==> src/rtl/psx_mem_arbiter.sv <==
// psx_mem_arbiter
//   Shares the single GPU DDR bridge client port between three requesters:
//   0 = display fetch (strict priority, bounded by STARVE_LIMIT),
//   1 = GPU draw engine, 2 = CPU/MDEC transfers (1 and 2 round-robin).
//   Exactly one bridge command is in flight at a time. The owner keeps the
//   bridge until its command completes, and read data is routed back to it.
//
// Ports
//   i_clk, i_rst            clock, asynchronous active-high reset
//   i_req[2:0]              per-requester request, held until o_ack
//   i_reqWrite[2:0]         per-requester direction (1 = write)
//   i_reqSize[5:0]          2 bits/requester: 0=8B, 1=32B, 2=4B
//   i_reqAdr[44:0]          15 bits/requester, 32-byte block address
//   i_reqSubAdr[8:0]        3 bits/requester, 4-byte sub-address
//   i_reqMask[47:0]         16 bits/requester, write mask
//   i_reqData[767:0]        256 bits/requester, write data
//   o_ack[2:0]              command issued for that requester (1 cycle)
//   o_rdValid[2:0]          o_rdData valid for that requester (1 cycle)
//   o_rdData[255:0]         bridge read data, shared by all requesters
//   o_command + fields      registered command to the bridge
//   i_busyClient            bridge busy
//   i_dataValidClient       bridge read data valid
//   i_dataClient[255:0]     bridge read data
//   o_owner[1:0]            current owner, 3 = none
//   o_idle                  arbiter is in IDLE
module psx_mem_arbiter #(
  parameter int STARVE_LIMIT = 4
) (
  input  logic         i_clk,
  input  logic         i_rst,
  input  logic [2:0]   i_req,
  input  logic [2:0]   i_reqWrite,
  input  logic [5:0]   i_reqSize,
  input  logic [44:0]  i_reqAdr,
  input  logic [8:0]   i_reqSubAdr,
  input  logic [47:0]  i_reqMask,
  input  logic [767:0] i_reqData,
  output logic [2:0]   o_ack,
  output logic [2:0]   o_rdValid,
  output logic [255:0] o_rdData,
  output logic         o_command,
  output logic         o_writeElseRead,
  output logic [1:0]   o_commandSize,
  output logic [14:0]  o_targetAddr,
  output logic [2:0]   o_subAddr,
  output logic [15:0]  o_writeMask,
  output logic [255:0] o_dataClient,
  input  logic         i_busyClient,
  input  logic         i_dataValidClient,
  input  logic [255:0] i_dataClient,
  output logic [1:0]   o_owner,
  output logic         o_idle
);

  typedef enum logic [1:0] {IDLE, ISSUE, RD_WAIT, WR_WAIT} state_t;

  localparam logic [3:0] LIMIT   = 4'(STARVE_LIMIT);
  localparam logic [1:0] NO_OWNER = 2'd3;

  state_t         state_q, state_d;
  logic [1:0]     owner_q, owner_d;
  logic [3:0]     starve_q, starve_d;
  // 0: requester 1 is next in the round-robin, 1: requester 2 is next
  logic           rr_q, rr_d;
  // Marks the first WR_WAIT cycle, in which bridge busy is not yet meaningful
  logic           wrFirst_q, wrFirst_d;

  logic           wr_q, wr_d;
  logic [1:0]     size_q, size_d;
  logic [14:0]    adr_q, adr_d;
  logic [2:0]     sub_q, sub_d;
  logic [15:0]    mask_q, mask_d;
  logic [255:0]   data_q, data_d;

  logic           force12;
  logic [1:0]     win;

  // Winner selection: requester 0 first unless it has starved 1/2 long enough
  always_comb begin
    force12 = (starve_q == LIMIT) && (i_req[1] || i_req[2]);
    if (i_req[0] && !force12) begin
      win = 2'd0;
    end else if (!rr_q) begin
      win = i_req[1] ? 2'd1 : 2'd2;
    end else begin
      win = i_req[2] ? 2'd2 : 2'd1;
    end
  end

  always_comb begin
    state_d   = state_q;
    owner_d   = owner_q;
    starve_d  = starve_q;
    rr_d      = rr_q;
    wrFirst_d = 1'b0;
    wr_d      = wr_q;
    size_d    = size_q;
    adr_d     = adr_q;
    sub_d     = sub_q;
    mask_d    = mask_q;
    data_d    = data_q;
    o_command = 1'b0;
    o_ack     = 3'b000;
    o_rdValid = 3'b000;

    case (state_q)
      IDLE: begin
        if (|i_req) begin
          for (int n = 0; n < 3; n++) begin
            if (win == 2'(n)) begin
              wr_d   = i_reqWrite[n];
              size_d = i_reqSize[n*2 +: 2];
              adr_d  = i_reqAdr[n*15 +: 15];
              sub_d  = i_reqSubAdr[n*3 +: 3];
              mask_d = i_reqMask[n*16 +: 16];
              data_d = i_reqData[n*256 +: 256];
            end
          end
          owner_d = win;
          state_d = ISSUE;
          if (win == 2'd0) begin
            if ((i_req[1] || i_req[2]) && (starve_q != LIMIT)) begin
              starve_d = starve_q + 4'd1;
            end
          end else begin
            starve_d = 4'd0;
            rr_d     = (win == 2'd1);
          end
        end
      end
      ISSUE: begin
        if (!i_busyClient) begin
          o_command = 1'b1;
          o_ack     = 3'(3'b001 << owner_q);
          state_d   = wr_q ? WR_WAIT : RD_WAIT;
          wrFirst_d = wr_q;
        end
      end
      RD_WAIT: begin
        if (i_dataValidClient) begin
          o_rdValid = 3'(3'b001 << owner_q);
          state_d   = IDLE;
          owner_d   = NO_OWNER;
        end
      end
      WR_WAIT: begin
        if (!wrFirst_q && !i_busyClient) begin
          state_d = IDLE;
          owner_d = NO_OWNER;
        end
      end
      default: begin
        state_d = IDLE;
        owner_d = NO_OWNER;
      end
    endcase
  end

  always_ff @(posedge i_clk or posedge i_rst) begin
    if (i_rst) begin
      state_q   <= IDLE;
      owner_q   <= NO_OWNER;
      starve_q  <= 4'd0;
      rr_q      <= 1'b0;
      wrFirst_q <= 1'b0;
      wr_q      <= 1'b0;
      size_q    <= 2'd0;
      adr_q     <= 15'd0;
      sub_q     <= 3'd0;
      mask_q    <= 16'd0;
      data_q    <= 256'd0;
    end else begin
      state_q   <= state_d;
      owner_q   <= owner_d;
      starve_q  <= starve_d;
      rr_q      <= rr_d;
      wrFirst_q <= wrFirst_d;
      wr_q      <= wr_d;
      size_q    <= size_d;
      adr_q     <= adr_d;
      sub_q     <= sub_d;
      mask_q    <= mask_d;
      data_q    <= data_d;
    end
  end

  assign o_rdData        = i_dataClient;
  assign o_writeElseRead = wr_q;
  assign o_commandSize   = size_q;
  assign o_targetAddr    = adr_q;
  assign o_subAddr       = sub_q;
  assign o_writeMask     = mask_q;
  assign o_dataClient    = data_q;
  assign o_owner         = owner_q;
  assign o_idle          = (state_q == IDLE);

endmodule

==> config.mk <==
export PLATFORM = sky130hd
export DESIGN_NAME = psx_mem_arbiter
export DESIGN_NICKNAME = d
export VERILOG_FILES = /design/src/rtl/psx_mem_arbiter.sv
export SDC_FILE = /design/constraint.sdc
export NUM_CORES = 1
export LEC_CHECK = 0
export BUFFER_PORTS_ARGS = -buffer_cell sky130_fd_sc_hd__buf_4
export CORE_AREA = 2 2 672 674
export CTS_CLUSTER_DIAMETER = 60
export DETAILED_ROUTE_END_ITERATION = 12
export DIE_AREA = 0 0 674 676
export PLACE_DENSITY = 0.3
export SETUP_SLACK_MARGIN = 0.5
export SLEW_MARGIN = 20
export SYNTH_ARGS = -nofsm -noshare
export SYNTH_HDL_FRONTEND = slang
export SYNTH_SLANG_ARGS = --single-unit
==> constraint.sdc <==
create_clock -name i_clk -period 19.8 [get_ports i_clk]
set_input_delay 0.99 -clock i_clk [delete_from_list [all_inputs] [get_ports i_clk]]
set_output_delay 0.99 -clock i_clk [all_outputs]
set_load 0.03 [all_outputs]
==> impl_metrics.ini <==
[pwr]
power.share.clock_pct = 22.0
seq_power_share_pct = 21.1
power_density_nw_per_um2 = 150
switching_share_pct = 51.2
total_leakage_power_uw = 0.0151
vdd.ir_drop.worst_mv = 0.0809
netSwitchingPower_uw = 3040
comb_power_share_pct = 56.9
power.internal_uw = 2890

[cells_and_area]
final_cell_mix = sky130_fd_sc_hd__buf_4 (1,232), sky130_fd_sc_hd__dfrtp_1 (301), sky130_fd_sc_hd__o31ai_1 (293)
layout.cells.most_common = sky130_fd_sc_hd__buf_4
fraction_of_final_layout_cells_with_drive_strength_greater_than_1_pct = 65.8
final_core_util_pct = 8.83
area.growth.synth_to_final_pct = 67.5
num-nets-final = 3995

[detailed_routing]
dr.first_iter.drc_count = 998
route.vias.total = 21200
ant_nets = 0
drt-total-wl_microns = 226000
routed_wire_length_per_instance_microns = 25.5
detail_route.vias_per_cell = 2.39
route.detailed.drc = 0
detail_route.first_pass.iterations = 5

[global_route]
global_route.overflow_total = 0
use_met2_pct = 14.4
gr-usage-met1_pct = 10.1
grtUsageTotal_pct = 9.43
maximum_number_of_pins_on_one_net_before_global_route_repair = 146
wire_length_of_the_first_global_routing_pass_microns = 276000
number_of_antenna_violations_at_the_first_check_in_global_routing = 31
vias_in_the_first_global_route = 22800
grt_use_met3_pct = 6.71
grt.busiest_layer = met2

[cts]
cts_hold_buffers = 0
post_cts_resized = 0
clk_pin_slew_worst_paths_ns = 0.04
postCtsSetupRepairBufs = 0
clockRootBuffer = sky130_fd_sc_hd__clkbuf_16
cts.htree.levels = 3
cts_made_buffers = 75
clkSinkCount = 303
tritoncts = yes
clk-insertion-delay-late_ns = 0.79
cts_buffer_depth = 4

[sta]
tightest_slew_ns = 1.14
fin_hold_ws_ns = 0.301
setup_viol_count_final = 0
fin_worst_skew_ns = 0.0811
final-hold-violation-count = 0
upper_clock_frequency_limit_mhz = 220
slew-limit-headroom_pct = 24.2
slew_violations = 0
timing.final.crit_share_pct = 23.0
rsz0062_at_grt = no
fin_setup_tns_ns = 0
final.min_clock_period_ns = 4.55

[flow_run]
maxCapViolations = 0

[setup_path]
cp_endpoint_kind = register
critical_path_depth = 7
path_buf_inv = 4
worst_path_dominant_cell_family = buffers and inverters
critical-path-slowest-cell = sky130_fd_sc_hd__buf_4
crit_type = primary input to register
data_arrival_time_at_the_worst_slack_endpoint_ns = 5.11
critical-path-max-stage-delay_ns = 0.88
timing.critical_path.cells = buf_4 -> or3_4 -> nand2_8 -> buf_4 -> buf_4 -> buf_4 -> o31ai_1
worstPathMaxFanout = 76
reg2reg_depth = 6
crit_required_ns = 20.36
critPathMostFrequentCell = sky130_fd_sc_hd__buf_4
crit_path_launch_type = primary input

[synth]
synth_area_sq_um = 23600
synth-warning-count = 0
synth_fp_nets = 3165
synth_area_per_cell_sq_um = 11.7
postSynthCellCount = 2021
synth-seq-area-share_pct = 32.1
yosys_register_bits = 303
yosysUniqueCellTypes = 36

[die]
core_area_sq_um = 448000
fp.dieArea_sq_um = 456000
initial_utilization_pct = 5.27
chipHeight_microns = 676
rows = 246
width_of_the_die_microns = 674
io_pins = 1701

[placed_design]
place.port_buffers = 1188
place.gp.congestion = 0.814
hpwlAfterDp_microns = 188000

[outcome]
run_status = complete, no violations

[hold_path]
hold_path.class = primary input to asynchronous set/reset pin
==> per-layer routing <==
layer / routed length (microns) / share of wire, %
met1: 82700 / 37
met2: 101000 / 45
met3: 34500 / 15
met4: 7390 / 3.3
met5: 1070 / 0.47
==> final timing paths <==
kind	start	endpoint	slack (ns)
max	i_req[2]	o_dataClient[217]	15.25
min	i_rst	o_dataClient[227]	0.30
max reg2reg	state_q[1]	o_dataClient[217]	15.34
min reg2reg	o_dataClient[61]	o_dataClient[61]	0.49
max in group asynchronous	i_rst	o_dataClient[65]	17.45
min in group i_clk	i_busyClient	state_q[1]	0.42
==> worst register-to-register path, stage by stage (launching register included) <==
cell and delay, ns:
sky130_fd_sc_hd__dfrtp_1 0.50, sky130_fd_sc_hd__nor2_4 0.16, sky130_fd_sc_hd__nand2_8 0.60, sky130_fd_sc_hd__buf_4 0.79, sky130_fd_sc_hd__buf_4 0.97, sky130_fd_sc_hd__buf_4 0.94
sky130_fd_sc_hd__o31ai_1 0.26
==> power groups by stage <==
stage	registers [uW]	clock network, uW	logic [uW]
2_1_floorplan	1670	0	1460
3_3_place_gp	1260	0	3540
3_5_place_dp	1260	0	3540
4_1_cts	1260	1380	3550
5_1_grt	1290	1390	3670
6_report	1250	1310	3380
==> registers in the layout (all words and copies together), names as in the netlist <==
| register | flops |
|---|---|
| o_commandSize | 2 |
| o_dataClient | 256 |
| o_owner | 2 |
| o_subAddr | 3 |
| o_targetAddr | 15 |
| o_writeElseRead | 1 |
| o_writeMask | 16 |
| rr_q | 1 |
| starve_q | 4 |
| state_q | 2 |
| wrFirst_q | 1 |
==> Yosys cell counts <==
cell / count / share of area, %
sky130_fd_sc_hd__buf_6: 47 / 2.2
sky130_fd_sc_hd__nand2b_1: 2 / 0.053
sky130_fd_sc_hd__nor2_4: 1 / 0.048
sky130_fd_sc_hd__xnor2_1: 1 / 0.037
sky130_fd_sc_hd__or3_1: 2 / 0.053
sky130_fd_sc_hd__mux2i_1: 294 / 12
sky130_fd_sc_hd__or2_2: 1 / 0.027
sky130_fd_sc_hd__nand3b_1: 2 / 0.064
sky130_fd_sc_hd__ha_1: 2 / 0.11
sky130_fd_sc_hd__and2_0: 1 / 0.027
sky130_fd_sc_hd__o21a_1: 2 / 0.064
sky130_fd_sc_hd__nor2_1: 9 / 0.14
sky130_fd_sc_hd__nor3_1: 2 / 0.042
sky130_fd_sc_hd__a21oi_1: 10 / 0.21
sky130_fd_sc_hd__clkbuf_4: 7 / 0.22
sky130_fd_sc_hd__nand2_8: 1 / 0.085
sky130_fd_sc_hd__nand3_1: 25 / 0.53
sky130_fd_sc_hd__o31ai_1: 293 / 9.3
sky130_fd_sc_hd__o21ai_1: 1 / 0.021
sky130_fd_sc_hd__nand2_1: 5 / 0.079
sky130_fd_sc_hd__dfrtp_1: 301 / 32
sky130_fd_sc_hd__buf_1: 6 / 0.095
sky130_fd_sc_hd__and3_1: 1 / 0.027
sky130_fd_sc_hd__a2bb2oi_2: 269 / 17
sky130_fd_sc_hd__nand3_2: 269 / 11
sky130_fd_sc_hd__o21ai_0: 3 / 0.064
sky130_fd_sc_hd__a31oi_1: 2 / 0.053
sky130_fd_sc_hd__buf_4: 314 / 10
sky130_fd_sc_hd__xor2_1: 2 / 0.074
sky130_fd_sc_hd__buf_2: 85 / 1.8
sky130_fd_sc_hd__clkbuf_1: 27 / 0.43
sky130_fd_sc_hd__o32ai_1: 1 / 0.037
sky130_fd_sc_hd__nor2b_1: 1 / 0.027
sky130_fd_sc_hd__a2bb2oi_1: 23 / 0.85
sky130_fd_sc_hd__inv_1: 7 / 0.11
sky130_fd_sc_hd__dfstp_2: 2 / 0.22
==> kinds of logic (layout without fill, tap and decap cells) <==
family | Yosys count | count (layout) | synth area share [%]
adder cells (fa/ha/maj) | 2 | 2 | 0.106
flip-flops | 303 | 303 | 32.1
AO/OA/AOI/OAI | 604 | 604 | 27.7
other | 0 | 16 | 0
AND/OR/NAND/NOR | 322 | 322 | 12.6
multiplexers | 294 | 294 | 12.5
XOR/XNOR | 3 | 3 | 0.111
buffers and inverters | 493 | 1378 | 14.9
==> area by class of cell <==
cell class | instances | area [sq um]
diodes | 16 | 40.0
clock buffers | 94 | 2070
clock inverters | 38 | 437
fillers | 52000 | 408000
inverters | 7 | 33.8
multi-input cells | 1225 | 12600
flip-flops and latches | 303 | 7580
well taps | 5952 | 7450
repair buffers | 1239 | 9390
==> stage by stage <==
stage	instances	worst slack, ns	area, sq um	total power [uW]
2_1_floorplan	2021	10.44	23600	3130
5_1_grt	8865	15.01	39500	6350
6_report	8874	15.25	39600	5930
3_3_place_gp	8724	14.48	37000	4800
3_5_place_dp	8724	14.44	37000	4810
4_1_cts	8856	15.23	39500	6190
Note: power is estimated with default switching activity, not from simulation.
